[src/rtl/hazard_pkg.sv]
// Shared types for the hazard controller: latency constants, stall causes and
// the pipeline enable/flush bundle produced by the priority mux.
package hazard_pkg;

    localparam int unsigned HZ_LAT_W = 3;

    typedef logic [HZ_LAT_W-1:0] lat_t;

    localparam lat_t LAT_ALU  = lat_t'(0);
    localparam lat_t LAT_LOAD = lat_t'(1);

    typedef enum logic [1:0] {
        STALL_NONE,
        STALL_MEM_WAIT,
        STALL_REDIRECT,
        STALL_DATA
    } stall_cause_e;

    typedef struct packed {
        logic if_id_en;
        logic id_ex_en;
        logic ex_mem_en;
        logic mem_wb_en;
        logic fl_if_id;
        logic fl_id_ex;
        logic fl_mem_wb;
    } pipe_ctl_t;

    function automatic pipe_ctl_t cause_to_ctl(input stall_cause_e cause);
        pipe_ctl_t ctl;
        ctl = '{if_id_en: 1'b1, id_ex_en: 1'b1, ex_mem_en: 1'b1, mem_wb_en: 1'b1,
                fl_if_id: 1'b0, fl_id_ex: 1'b0, fl_mem_wb: 1'b0};
        case (cause)
            STALL_MEM_WAIT: begin
                // Only MEM/WB advances, and it takes a bubble while the access is pending.
                ctl.if_id_en  = 1'b0;
                ctl.id_ex_en  = 1'b0;
                ctl.ex_mem_en = 1'b0;
                ctl.fl_mem_wb = 1'b1;
            end
            STALL_REDIRECT: begin
                ctl.fl_if_id = 1'b1;
                ctl.fl_id_ex = 1'b1;
            end
            STALL_DATA: begin
                ctl.if_id_en = 1'b0;
                ctl.fl_id_ex = 1'b1;
            end
            default: ;
        endcase
        return ctl;
    endfunction

endpackage

[src/rtl/hazard_scoreboard.sv]
// Per-register countdown scoreboard: a nonzero count means the register's
// result is not yet forwardable. Entry 0 is hardwired to zero.
module hazard_scoreboard
    import hazard_pkg::*;
#(
    parameter int unsigned NREG    = 32,
    parameter int unsigned RIDX_W  = $clog2(NREG),
    parameter int unsigned LAT_W   = 3,
    parameter int unsigned MAX_LAT = 7
) (
    input  logic              clk,
    input  logic              rst,
    input  logic              i_hold,
    input  logic              i_issue,
    input  logic [RIDX_W-1:0] i_issue_rd,
    input  logic [LAT_W-1:0]  i_issue_lat,
    input  logic [RIDX_W-1:0] i_rs1,
    input  logic [RIDX_W-1:0] i_rs2,
    output logic              o_busy1,
    output logic              o_busy2
);

    localparam logic [LAT_W-1:0] MAX_LAT_V = LAT_W'(MAX_LAT);

    logic [LAT_W-1:0] r_sb_cnt [1:NREG-1];
    logic [LAT_W-1:0] w_lat_sat;

    assign w_lat_sat = (i_issue_lat > MAX_LAT_V) ? MAX_LAT_V : i_issue_lat;

    always_ff @(posedge clk or posedge rst) begin
        if (rst) begin
            for (int unsigned i = 1; i < NREG; i++) begin
                r_sb_cnt[i] <= '0;
            end
        end else if (!i_hold) begin
            // The issue write takes precedence over the decrement of the same entry.
            for (int unsigned i = 1; i < NREG; i++) begin
                if (i_issue && (i_issue_rd == RIDX_W'(i))) begin
                    r_sb_cnt[i] <= w_lat_sat;
                end else if (r_sb_cnt[i] != '0) begin
                    r_sb_cnt[i] <= r_sb_cnt[i] - 1'b1;
                end
            end
        end
    end

    always_comb begin
        o_busy1 = 1'b0;
        o_busy2 = 1'b0;
        if (i_rs1 != '0) begin
            o_busy1 = (r_sb_cnt[i_rs1] != '0);
        end
        if (i_rs2 != '0) begin
            o_busy2 = (r_sb_cnt[i_rs2] != '0);
        end
    end

endmodule

[src/rtl/hazard_ctrl.sv]
// Pipeline hazard controller: prioritises memory wait, branch redirect and
// data hazards into per-register enables/flushes, and counts stall cycles.
module hazard_ctrl
    import hazard_pkg::*;
#(
    parameter int unsigned NREG     = 32,
    parameter int unsigned RIDX_W   = $clog2(NREG),
    parameter int unsigned LAT_W    = 3,
    parameter int unsigned MAX_LAT  = 7,
    parameter int unsigned PCNT_W   = 32,
    parameter logic [1:0]  BUS_NONE = 2'b00
) (
    input  logic              clk,
    input  logic              rst,
    input  logic [RIDX_W-1:0] ID_rs1,
    input  logic [RIDX_W-1:0] ID_rs2,
    input  logic              ID_rs1_used,
    input  logic              ID_rs2_used,
    input  logic [RIDX_W-1:0] ID_rd,
    input  logic              ID_vld,
    input  logic [LAT_W-1:0]  ID_lat,
    input  logic [1:0]        EX_MEM_mem_cmd,
    input  logic              DM_rdy,
    input  logic              EX_redirect,
    output logic              ST_if_id_en,
    output logic              ST_id_ex_en,
    output logic              ST_ex_mem_en,
    output logic              ST_mem_wb_en,
    output logic              FL_if_id,
    output logic              FL_id_ex,
    output logic              FL_mem_wb,
    output logic [PCNT_W-1:0] PC_data_stalls,
    output logic [PCNT_W-1:0] PC_mem_stalls
);

    logic         w_mem_wait;
    logic         w_busy1;
    logic         w_busy2;
    logic         w_hazard;
    logic         w_issue;
    stall_cause_e w_cause;
    pipe_ctl_t    w_ctl;

    logic [PCNT_W-1:0] r_data_stalls;
    logic [PCNT_W-1:0] r_mem_stalls;

    assign w_mem_wait = (EX_MEM_mem_cmd != BUS_NONE) && !DM_rdy;
    assign w_hazard   = ID_vld && ((ID_rs1_used && w_busy1) || (ID_rs2_used && w_busy2));
    // A redirect squashes the ID instruction, so it must never reserve its rd.
    assign w_issue    = ID_vld && !w_hazard && !EX_redirect && (ID_rd != '0);

    hazard_scoreboard #(
        .NREG    (NREG),
        .RIDX_W  (RIDX_W),
        .LAT_W   (LAT_W),
        .MAX_LAT (MAX_LAT)
    ) u_scoreboard (
        .clk         (clk),
        .rst         (rst),
        .i_hold      (w_mem_wait),
        .i_issue     (w_issue),
        .i_issue_rd  (ID_rd),
        .i_issue_lat (ID_lat),
        .i_rs1       (ID_rs1),
        .i_rs2       (ID_rs2),
        .o_busy1     (w_busy1),
        .o_busy2     (w_busy2)
    );

    always_comb begin
        w_cause = STALL_NONE;
        if (w_mem_wait) begin
            w_cause = STALL_MEM_WAIT;
        end else if (EX_redirect) begin
            w_cause = STALL_REDIRECT;
        end else if (w_hazard) begin
            w_cause = STALL_DATA;
        end
    end

    assign w_ctl = cause_to_ctl(w_cause);

    assign ST_if_id_en  = w_ctl.if_id_en;
    assign ST_id_ex_en  = w_ctl.id_ex_en;
    assign ST_ex_mem_en = w_ctl.ex_mem_en;
    assign ST_mem_wb_en = w_ctl.mem_wb_en;
    assign FL_if_id     = w_ctl.fl_if_id;
    assign FL_id_ex     = w_ctl.fl_id_ex;
    assign FL_mem_wb    = w_ctl.fl_mem_wb;

    always_ff @(posedge clk or posedge rst) begin
        if (rst) begin
            r_data_stalls <= '0;
            r_mem_stalls  <= '0;
        end else begin
            if (w_cause == STALL_DATA) begin
                r_data_stalls <= r_data_stalls + 1'b1;
            end
            if (w_cause == STALL_MEM_WAIT) begin
                r_mem_stalls <= r_mem_stalls + 1'b1;
            end
        end
    end

    assign PC_data_stalls = r_data_stalls;
    assign PC_mem_stalls  = r_mem_stalls;

endmodule

[config.mk]
export PLATFORM = sky130hd
export DESIGN_NAME = hazard_ctrl
export DESIGN_NICKNAME = d
export VERILOG_FILES = /design/src/rtl/hazard_pkg.sv /design/src/rtl/hazard_scoreboard.sv /design/src/rtl/hazard_ctrl.sv
export SDC_FILE = /design/constraint.sdc
export NUM_CORES = 1
export LEC_CHECK = 0
export CORE_UTILIZATION = 38
export CTS_CLUSTER_DIAMETER = 50
export DETAILED_ROUTE_END_ITERATION = 7
export SETUP_SLACK_MARGIN = 0.15
export SLEW_MARGIN = 20
export SYNTH_ARGS = -nofsm -noshare
export SYNTH_HDL_FRONTEND = slang
export SYNTH_SLANG_ARGS = --single-unit
export TNS_END_PERCENT = 20
[constraint.sdc]
create_clock -name clk -period 6.85 [get_ports clk]
set_clock_uncertainty 0.2 [all_clocks]
set_input_delay 1.37 -clock clk [delete_from_list [all_inputs] [get_ports clk]]
set_output_delay 1.37 -clock clk [all_outputs]
set_load 0.05 [all_outputs]
# Word level (Yosys, flattened, before mapping)
# Index checks and enable logic that the tools add are counted.
[totals]
mem_count = 0
mem_bits_ro = 0
mem_bits_rw = 0
latchBits = 0
elab_cells = 328
regBits = 157
inputBits = 27
[op_classes]
eq_ne = 34
muxes = 79
magnitude_cmp = 3
n_addsub = 33
bitwise = 3
n_mul = 0
n_reduce_logical = 143
div_mod_pow = 0
n_shift = 0
[ops]
columns = ["cell", "count"]
rows = [
  ["$mux W3", 67],
  ["$reduce_bool A3 Y1", 33],
  ["$sub A3 B1 Y3 const B", 31],
  ["$eq A5 B5 Y1 const B", 16],
  ["$add A32 B1 Y32 const B", 2],
  ["$reduce_bool A2 Y1", 32],
  ["$reduce_and A2 Y1", 31],
  ["$eq A5 B4 Y1 const B", 8],
  ["$logic_and A1 B1 Y1", 38],
  ["$bmux W3 S5", 2],
  ["$eq A5 B3 Y1 const B", 4],
  ["$reduce_bool A5 Y1", 3],
  ["$ge A6 B6 Y1 const B", 2],
  ["$not A5 Y6", 2],
  ["$eq A5 B2 Y1 const B", 2],
  ["$mux W2", 4],
  ["$mux W1", 6],
  ["$eq A5 B1 Y1 const B", 1],
  ["$eq A2 B2 Y1 const B", 2],
  ["$reduce_or A2 Y1", 2],
  ["$gt A3 B3 Y1 const B", 1],
  ["$logic_not A1 Y1", 3],
  ["$eq A2 B1 Y1 const B", 1],
  ["$logic_or A1 B1 Y1", 1],
  ["$not A1 Y1", 1],
]

# Depth between registers and ports, before layout
[depth]
word_depth = 16
mapped_depth = 12

# Cells and area by module
# A second synthesis with hierarchy kept.
[hier_totals]
cells_unflattened = 1144
area_unflattened_um2 = 9809.4
[modules_own_cells]
columns = ["module", "instances", "cells_per_inst", "seq_area_each_um2", "area_each_um2"]
rows = [
  ["hazard_scoreboard", 1, 872, 2327.2, 6877.8],
  ["hazard_ctrl", 1, 272, 1601.5, 2931.6],
]

# Worst setup path after synthesis
# OpenSTA, ideal clock, no wires.
[synth_path]
path_kind = "input to output"
from = "input port ID_rs1[0]"
to = "output port FL_id_ex"
path_buffers = 3
arrival_ns = 3.811
required_time_ns = 5.280
path_stages = 10
path_slack_ns = 1.469
cell_sequence = "buf_4 buf_6 mux2i_1 a21oi_1 or4b_4 o311a_4 buf_6 nand2_1 a21oi_1 nor2_1"
[synth_via]
elab_chain_len = 15
word_cells_on_any_way = 17
cone_classes = "eq/ne (2); mux (8); bitwise (1); reduce/logical (6)"
[synth_lines]
columns = ["item", "line", "rtl"]
rows = [
  ["from (decl)", "hazard_ctrl.sv:15", "input logic [RIDX_W-1:0] ID_rs1,"],
  ["$not A5 Y6 (implied by the code)", "hazard_scoreboard.sv:51", "o_busy1 = (r_sb_cnt[i_rs1] != '0);"],
  ["$bmux W3 S5", "hazard_scoreboard.sv:51", ""],
  ["$mux W3 (implied by the code) (2 in series)", "hazard_scoreboard.sv:51", ""],
  ["$reduce_bool A3 Y1", "hazard_scoreboard.sv:51", ""],
  ["$mux W1 *", "hazard_scoreboard.sv:50", "if (i_rs1 != '0) begin"],
  ["$logic_and A1 B1 Y1 *", "hazard_ctrl.sv:48", "assign w_hazard = ID_vld && ((ID_rs1_used && w_busy1) || (ID_rs2_used && w_busy2));"],
  ["$logic_or A1 B1 Y1 *", "hazard_ctrl.sv:48", ""],
  ["$logic_and A1 B1 Y1 *", "hazard_ctrl.sv:48", ""],
  ["$mux W2 *", "hazard_ctrl.sv:76", "end else if (w_hazard) begin"],
  ["$mux W2 *", "hazard_ctrl.sv:74", "end else if (EX_redirect) begin"],
  ["$mux W2 *", "hazard_ctrl.sv:72", "if (w_mem_wait) begin"],
  ["$eq A2 B2 Y1", "hazard_pkg.sv:33", "case (cause)"],
  ["$reduce_or A2 Y1 (no source line) *", "--", ""],
  ["$mux W1 *", "hazard_pkg.sv:33", ""],
  ["to (decl)", "hazard_ctrl.sv:30", "output logic FL_id_ex,"],
]
# Mark *: on every way between the ends. The rest lies on a longest branch, timed or not. The select of a mux whose other input is x is not followed.

# Final worst setup path
[layout_path]
from = "input port ID_rs2[0]"
to = "output port FL_id_ex"
[layout_via]
elab_chain_len = 15
word_cells_on_any_way = 17
cone_classes = "eq/ne (2); mux (8); bitwise (1); reduce/logical (6)"
[layout_lines]
columns = ["item", "line", "rtl"]
rows = [
  ["from (decl)", "hazard_ctrl.sv:16", "input logic [RIDX_W-1:0] ID_rs2,"],
  ["$not A5 Y6 (implied by the code)", "hazard_scoreboard.sv:54", "o_busy2 = (r_sb_cnt[i_rs2] != '0);"],
  ["$bmux W3 S5", "hazard_scoreboard.sv:54", ""],
  ["$mux W3 (implied by the code) (2 in series)", "hazard_scoreboard.sv:54", ""],
  ["$reduce_bool A3 Y1", "hazard_scoreboard.sv:54", ""],
  ["$mux W1 *", "hazard_scoreboard.sv:53", "if (i_rs2 != '0) begin"],
  ["$logic_and A1 B1 Y1 *", "hazard_ctrl.sv:48", ""],
  ["$logic_or A1 B1 Y1 *", "hazard_ctrl.sv:48", ""],
  ["$logic_and A1 B1 Y1 *", "hazard_ctrl.sv:48", ""],
  ["$mux W2 *", "hazard_ctrl.sv:76", ""],
  ["$mux W2 *", "hazard_ctrl.sv:74", ""],
  ["$mux W2 *", "hazard_ctrl.sv:72", ""],
  ["$eq A2 B2 Y1", "hazard_pkg.sv:33", ""],
  ["$reduce_or A2 Y1 (no source line) *", "--", ""],
  ["$mux W1 *", "hazard_pkg.sv:33", ""],
]
# Marks and branches as above.

==> metrics.sh <==
OUTCOME='complete, no violations'
SYNTH_ENABLE_FLOP_CELLS=0
CRIT_ARRIVAL_NS=4.31
FLOORPLAN.DIE_AREA_MM2=0.0288
HOLD_BUFFERS=0
CTS_TREE='done'
DP_HPWL_UM=20600
CTS.CLK_SLEW.WORST_PATHS_NS=0.07
CHIPHEIGHT_UM=170
SYNTH.YOSYS.WARNINGS=0
DETAIL-ROUTE-ANTENNA-NETS=0
MAIN_COMBINATIONAL_CELL_FAMILY_BY_AREA_AFTER_SYNTHESIS='simple AND/OR/NAND/NOR gates'
POWER.DENSITY_mW_PER_MM2=352
TOP_FANOUT_VALUE_ON_THE_CRITICAL_PATH=20
SYNTH_CELLS=1180
PORT_BUFFERS=96
CRIT_REQUIRED_NS=5.28
GRT_USE_TOTAL_PCT=21.3
HOLDWS_NS=0.263
SETUP.REG_TO_REG.WORST_SLACK_NS=3.09
VIAS_IN_THE_FIRST_GLOBAL_ROUTE=8930
STDCELL_AREA_MM2=0.0125
SETUP_SLACK_NS=0.968
DRC=0
POST_CTS_RESIZE_COUNT=0
DIE_WIDTH_UM=170
LAYOUT_WORST_PATH_CYCLE_SHARE_PCT=85.9
LAYOUT-AREA-OVERHEAD-VS-SYNTH_PCT=17.1
ROUTABILITYCONGESTION=0.963
FF_LATCH_COUNT_SYNTH=157
GRT_REMAINING_OVERFLOW=0
SYNTH_FA_HA_AREA_SHARE_PCT=7.49
MUXSHAREOFSYNTHAREA_PCT=2.92
FILLER_CELL_COUNT=2657
RR_WORST_DEPTH=8
ROUTED_WIRELENGTH_UM=29500
INITIAL_CELL_DENSITY_OF_THE_CORE_PCT=38.6
GRT_SETUP_UNREPAIRED='false'
HOLD_CLASS='reg2reg'
YOSYS_MOST_USED_DFF='sky130_fd_sc_hd__dfrtp_1'
CRIT_START='ID_rs2[0]'
ANTENNADIODECOUNT=0
PIN_COUNT=98
TOP_CELLS_BY_AREA_IN_THE_SYNTHESIZED_NETLIST='sky130_fd_sc_hd__dfrtp_1 (37%), sky130_fd_sc_hd__ha_1 (7.5%), sky130_fd_sc_hd__xnor2_1 (3.6%), sky130_fd_sc_hd__nor2_1 (3.0%), sky130_fd_sc_hd__nand3_1 (2.9%)'
POWER.IR.VDD_WORST_mV=0.194
WORSTREG2REGSTART='u_scoreboard.r_sb_cnt[60]$_DFFE_PP0P_'
NUMBER_OF_BUFFERS_BETWEEN_CLOCK_ROOT_AND_THE_DEEPEST_SINK=2
CTS.HTREE.LEVELS=4
VIA_COUNT=9228
DETAILED_ROUTER_S_FIRST_ITERATION_VIOLATION_COUNT=778
NETLIST.AREA_LEADER.SHARE_PCT=36.7
TNS_NS=0
DETAIL_ROUTE.WL_PER_CELL_UM=18.0
POST_ROUTE_CELLS_DRIVE_ABOVE_1_SHARE_PCT=8.02
FINALCRITICALPERIOD_NS=5.88
ANTENNA_FOUND_INITIAL=0
CLOCK_BUFFERS_CREATED_BY_TRITONCTS=17
CORE_REGION_MM2=0.0277
SYNTH_COMPOUND_AREA_SHARE_PCT=16.6
CRITICAL_PATH.STARTPOINT_TYPE='input port'
DR.PASS1.ITERS=8
SYNTH_SIMPLE_GATE_AREA_SHARE_PCT=25.6
ASYNCSETRESETFLOPFRACSYNTH_PCT=100
DRT-VIAS-PER-INSTANCE=5.63
TIMING.CRITICAL_PATH.TO='FL_id_ex'
CLOCK_SINK_COUNT=157
CAP_VIOLATIONS=0
TIGHTESTPINTRANSITION_NS=1.05
FIN_NETS=1338
END_KIND='primary output'
TIMING_WORST_SETUP_PATH_TYPE='in2out'
LARGEST_NET_DEGREE_AT_THE_START_OF_GLOBAL_ROUTING=64
MAX-SLEW-MARGIN-REL_PCT=29.8
TIMING.FINAL.SETUP_VIOLATIONS=0
POST-CTS-SETUP-BUFFER-COUNT=0
WIRE_LENGTH_OF_THE_FIRST_GLOBAL_ROUTING_PASS_UM=48000
REPORT.FINAL.SLEW_VIOL_COUNT=0
PLACED_AREA_MM2=0.0119
SYNTH_FP_NETS=1271
NUM_ROWS=61
CTS-ROOT-BUF='sky130_fd_sc_hd__clkbuf_16'
POWER.LEAKAGE_nW=5.32
MAX_FREQ_GHz=0.170
FINALHOLDVIOLCOUNT=0
POST_SYNTH_MOST_FREQUENT_CELLS='sky130_fd_sc_hd__dfrtp_1 (157), sky130_fd_sc_hd__nor2_1 (86), sky130_fd_sc_hd__inv_1 (76)'
RR_ENDPOINT='u_scoreboard.r_sb_cnt[75]$_DFFE_PP0P_'
DPL_WORST_SLACK_NS=1.02
SYNTH_AREA_MM2=0.0107
SYNTH_XOR_XNOR_AREA_SHARE_PCT=5.08
YOSYS.AREA.TOP_TYPE='sky130_fd_sc_hd__dfrtp_1'
YOSYSSEQAREASHARE_PCT=36.7
POST-SYNTH-TOP-COUNT-CELL='sky130_fd_sc_hd__dfrtp_1'
WORSTSKEWPAIRLATENCY_NS=0.44
SYNTH.AVG_CELL_AREA_UM2=9.07
NETLIST-CELL-TYPE-COUNT=74
## per-stage QoR
stage | utilization, % | total power [mW] | std cells
6_report | 45.2 | 4.40 | 1638
5_1_grt | 45.2 | 4.76 | 1638
4_1_cts | 45.2 | 4.42 | 1638
3_3_place_gp | 43.1 | 3.38 | 1606
3_5_place_dp | 43.1 | 3.43 | 1606
2_1_floorplan | - | 2.96 | 1180
## cell type report
type	count	area, µm²	share of cell area, %
multi-input cells	887	6180	49.3
flip-flops and latches	157	3930	31.4
repair buffers	108	1060	8.45
well taps	378	473	3.78
clock buffers	17	425	3.40
inverters	76	292	2.33
clock inverters	15	170	1.36
## flip-flops by register name (all words and copies together), names as in the netlist
signal                 cells
PC_data_stalls            32
PC_mem_stalls             32
u_scoreboard.r_sb_cnt     93
## worst min-delay path by stage
stage,to,cells after the start,start
after floorplan,u_scoreboard.r_sb_cnt[65]$_DFFE_PP0P_,2,u_scoreboard.r_sb_cnt[65]$_DFFE_PP0P_
after global placement,PC_mem_stalls[31]$_DFFE_PP0P_,1,PC_mem_stalls[31]$_DFFE_PP0P_
after detailed placement,PC_mem_stalls[31]$_DFFE_PP0P_,1,PC_mem_stalls[31]$_DFFE_PP0P_
after CTS,PC_mem_stalls[31]$_DFFE_PP0P_,1,PC_mem_stalls[31]$_DFFE_PP0P_
after global routing,PC_mem_stalls[31]$_DFFE_PP0P_,1,PC_mem_stalls[31]$_DFFE_PP0P_
final,PC_mem_stalls[31]$_DFFE_PP0P_,1,PC_mem_stalls[31]$_DFFE_PP0P_
## layout by cell type, fill, tap and decap left out, types with 11 or more instances in the layout
| master | netlist | final |
|---|---|---|
| sky130_fd_sc_hd__nor2_1 | 86 | 86 |
| sky130_fd_sc_hd__nand2_1 | 73 | 73 |
| sky130_fd_sc_hd__clkdlybuf4s50_1 | 0 | 94 |
| sky130_fd_sc_hd__a31oi_1 | 11 | 11 |
| sky130_fd_sc_hd__o22ai_1 | 28 | 28 |
| sky130_fd_sc_hd__inv_1 | 76 | 74 |
| sky130_fd_sc_hd__nor3b_1 | 22 | 22 |
| sky130_fd_sc_hd__nor4_1 | 18 | 18 |
| sky130_fd_sc_hd__nor2b_1 | 36 | 36 |
| sky130_fd_sc_hd__ha_1 | 64 | 64 |
| sky130_fd_sc_hd__nor4b_1 | 18 | 18 |
| sky130_fd_sc_hd__nand3_1 | 62 | 62 |
| sky130_fd_sc_hd__o21ai_0 | 40 | 40 |
| sky130_fd_sc_hd__o211ai_1 | 12 | 12 |
| sky130_fd_sc_hd__o221a_2 | 22 | 22 |
| sky130_fd_sc_hd__clkbuf_16 | 0 | 17 |
| sky130_fd_sc_hd__nand2b_1 | 43 | 43 |
| sky130_fd_sc_hd__nand4_1 | 24 | 24 |
| sky130_fd_sc_hd__nor3_1 | 43 | 43 |
| sky130_fd_sc_hd__dfrtp_1 | 157 | 157 |
| sky130_fd_sc_hd__xor2_1 | 18 | 18 |
| sky130_fd_sc_hd__mux2i_1 | 29 | 29 |
| sky130_fd_sc_hd__buf_4 | 5 | 13 |
| sky130_fd_sc_hd__and3_1 | 26 | 26 |
| sky130_fd_sc_hd__a21oi_1 | 43 | 43 |
| sky130_fd_sc_hd__xnor2_1 | 44 | 44 |
| sky130_fd_sc_hd__a221oi_1 | 13 | 13 |
## kinds of logic after synthesis
| kind of cell | after synthesis |
|---|---|
| simple gates | 494 |
| fa+ha+maj | 64 |
| mux | 30 |
| other cells | 1 |
| compound gates | 236 |
| buf+inv | 136 |
| xor+xnor | 62 |
| flops | 157 |
## routing by layer
| metal | GRT usage (%) | vias up | share of wire [%] | routed length [µm] |
|---|---|---|---|---|
| met2 | 34.6 | 242 | 48 | 14100 |
| met1 | 28.6 | 4526 | 46 | 13600 |
| met5 | 0 | - | 0 | 0 |
| met3 | 3.52 | 36 | 4.4 | 1290 |
| met4 | 7.52 | 0 | 2.0 | 580 |
| li1 | - | 4424 | - | - |
## worst max-delay path, stage by stage
cell	delay [ns]
sky130_fd_sc_hd__clkdlybuf4s50_1	0.79
sky130_fd_sc_hd__nand2b_1	0.36
sky130_fd_sc_hd__o22ai_1	0.12
sky130_fd_sc_hd__or4_1	0.52
sky130_fd_sc_hd__a211o_1	0.37
sky130_fd_sc_hd__o311a_4	0.15
sky130_fd_sc_hd__nand2_1	0.22
sky130_fd_sc_hd__a21oi_1	0.11
sky130_fd_sc_hd__nor2_1	0.10
sky130_fd_sc_hd__buf_4	0.22
## report_power, final
| group | total [mW] | internal (mW) | switching (mW) | leakage, nW |
|---|---|---|---|---|
| Combinational | 1.83 | 0.849 | 0.986 | 3.09 |
| Clock | 0.972 | 0.493 | 0.479 | 0.293 |
| Sequential | 1.60 | 1.24 | 0.357 | 1.94 |
| Total | 4.40 | 2.58 | 1.82 | 5.32 |
Power figures use the tool's default switching activity.
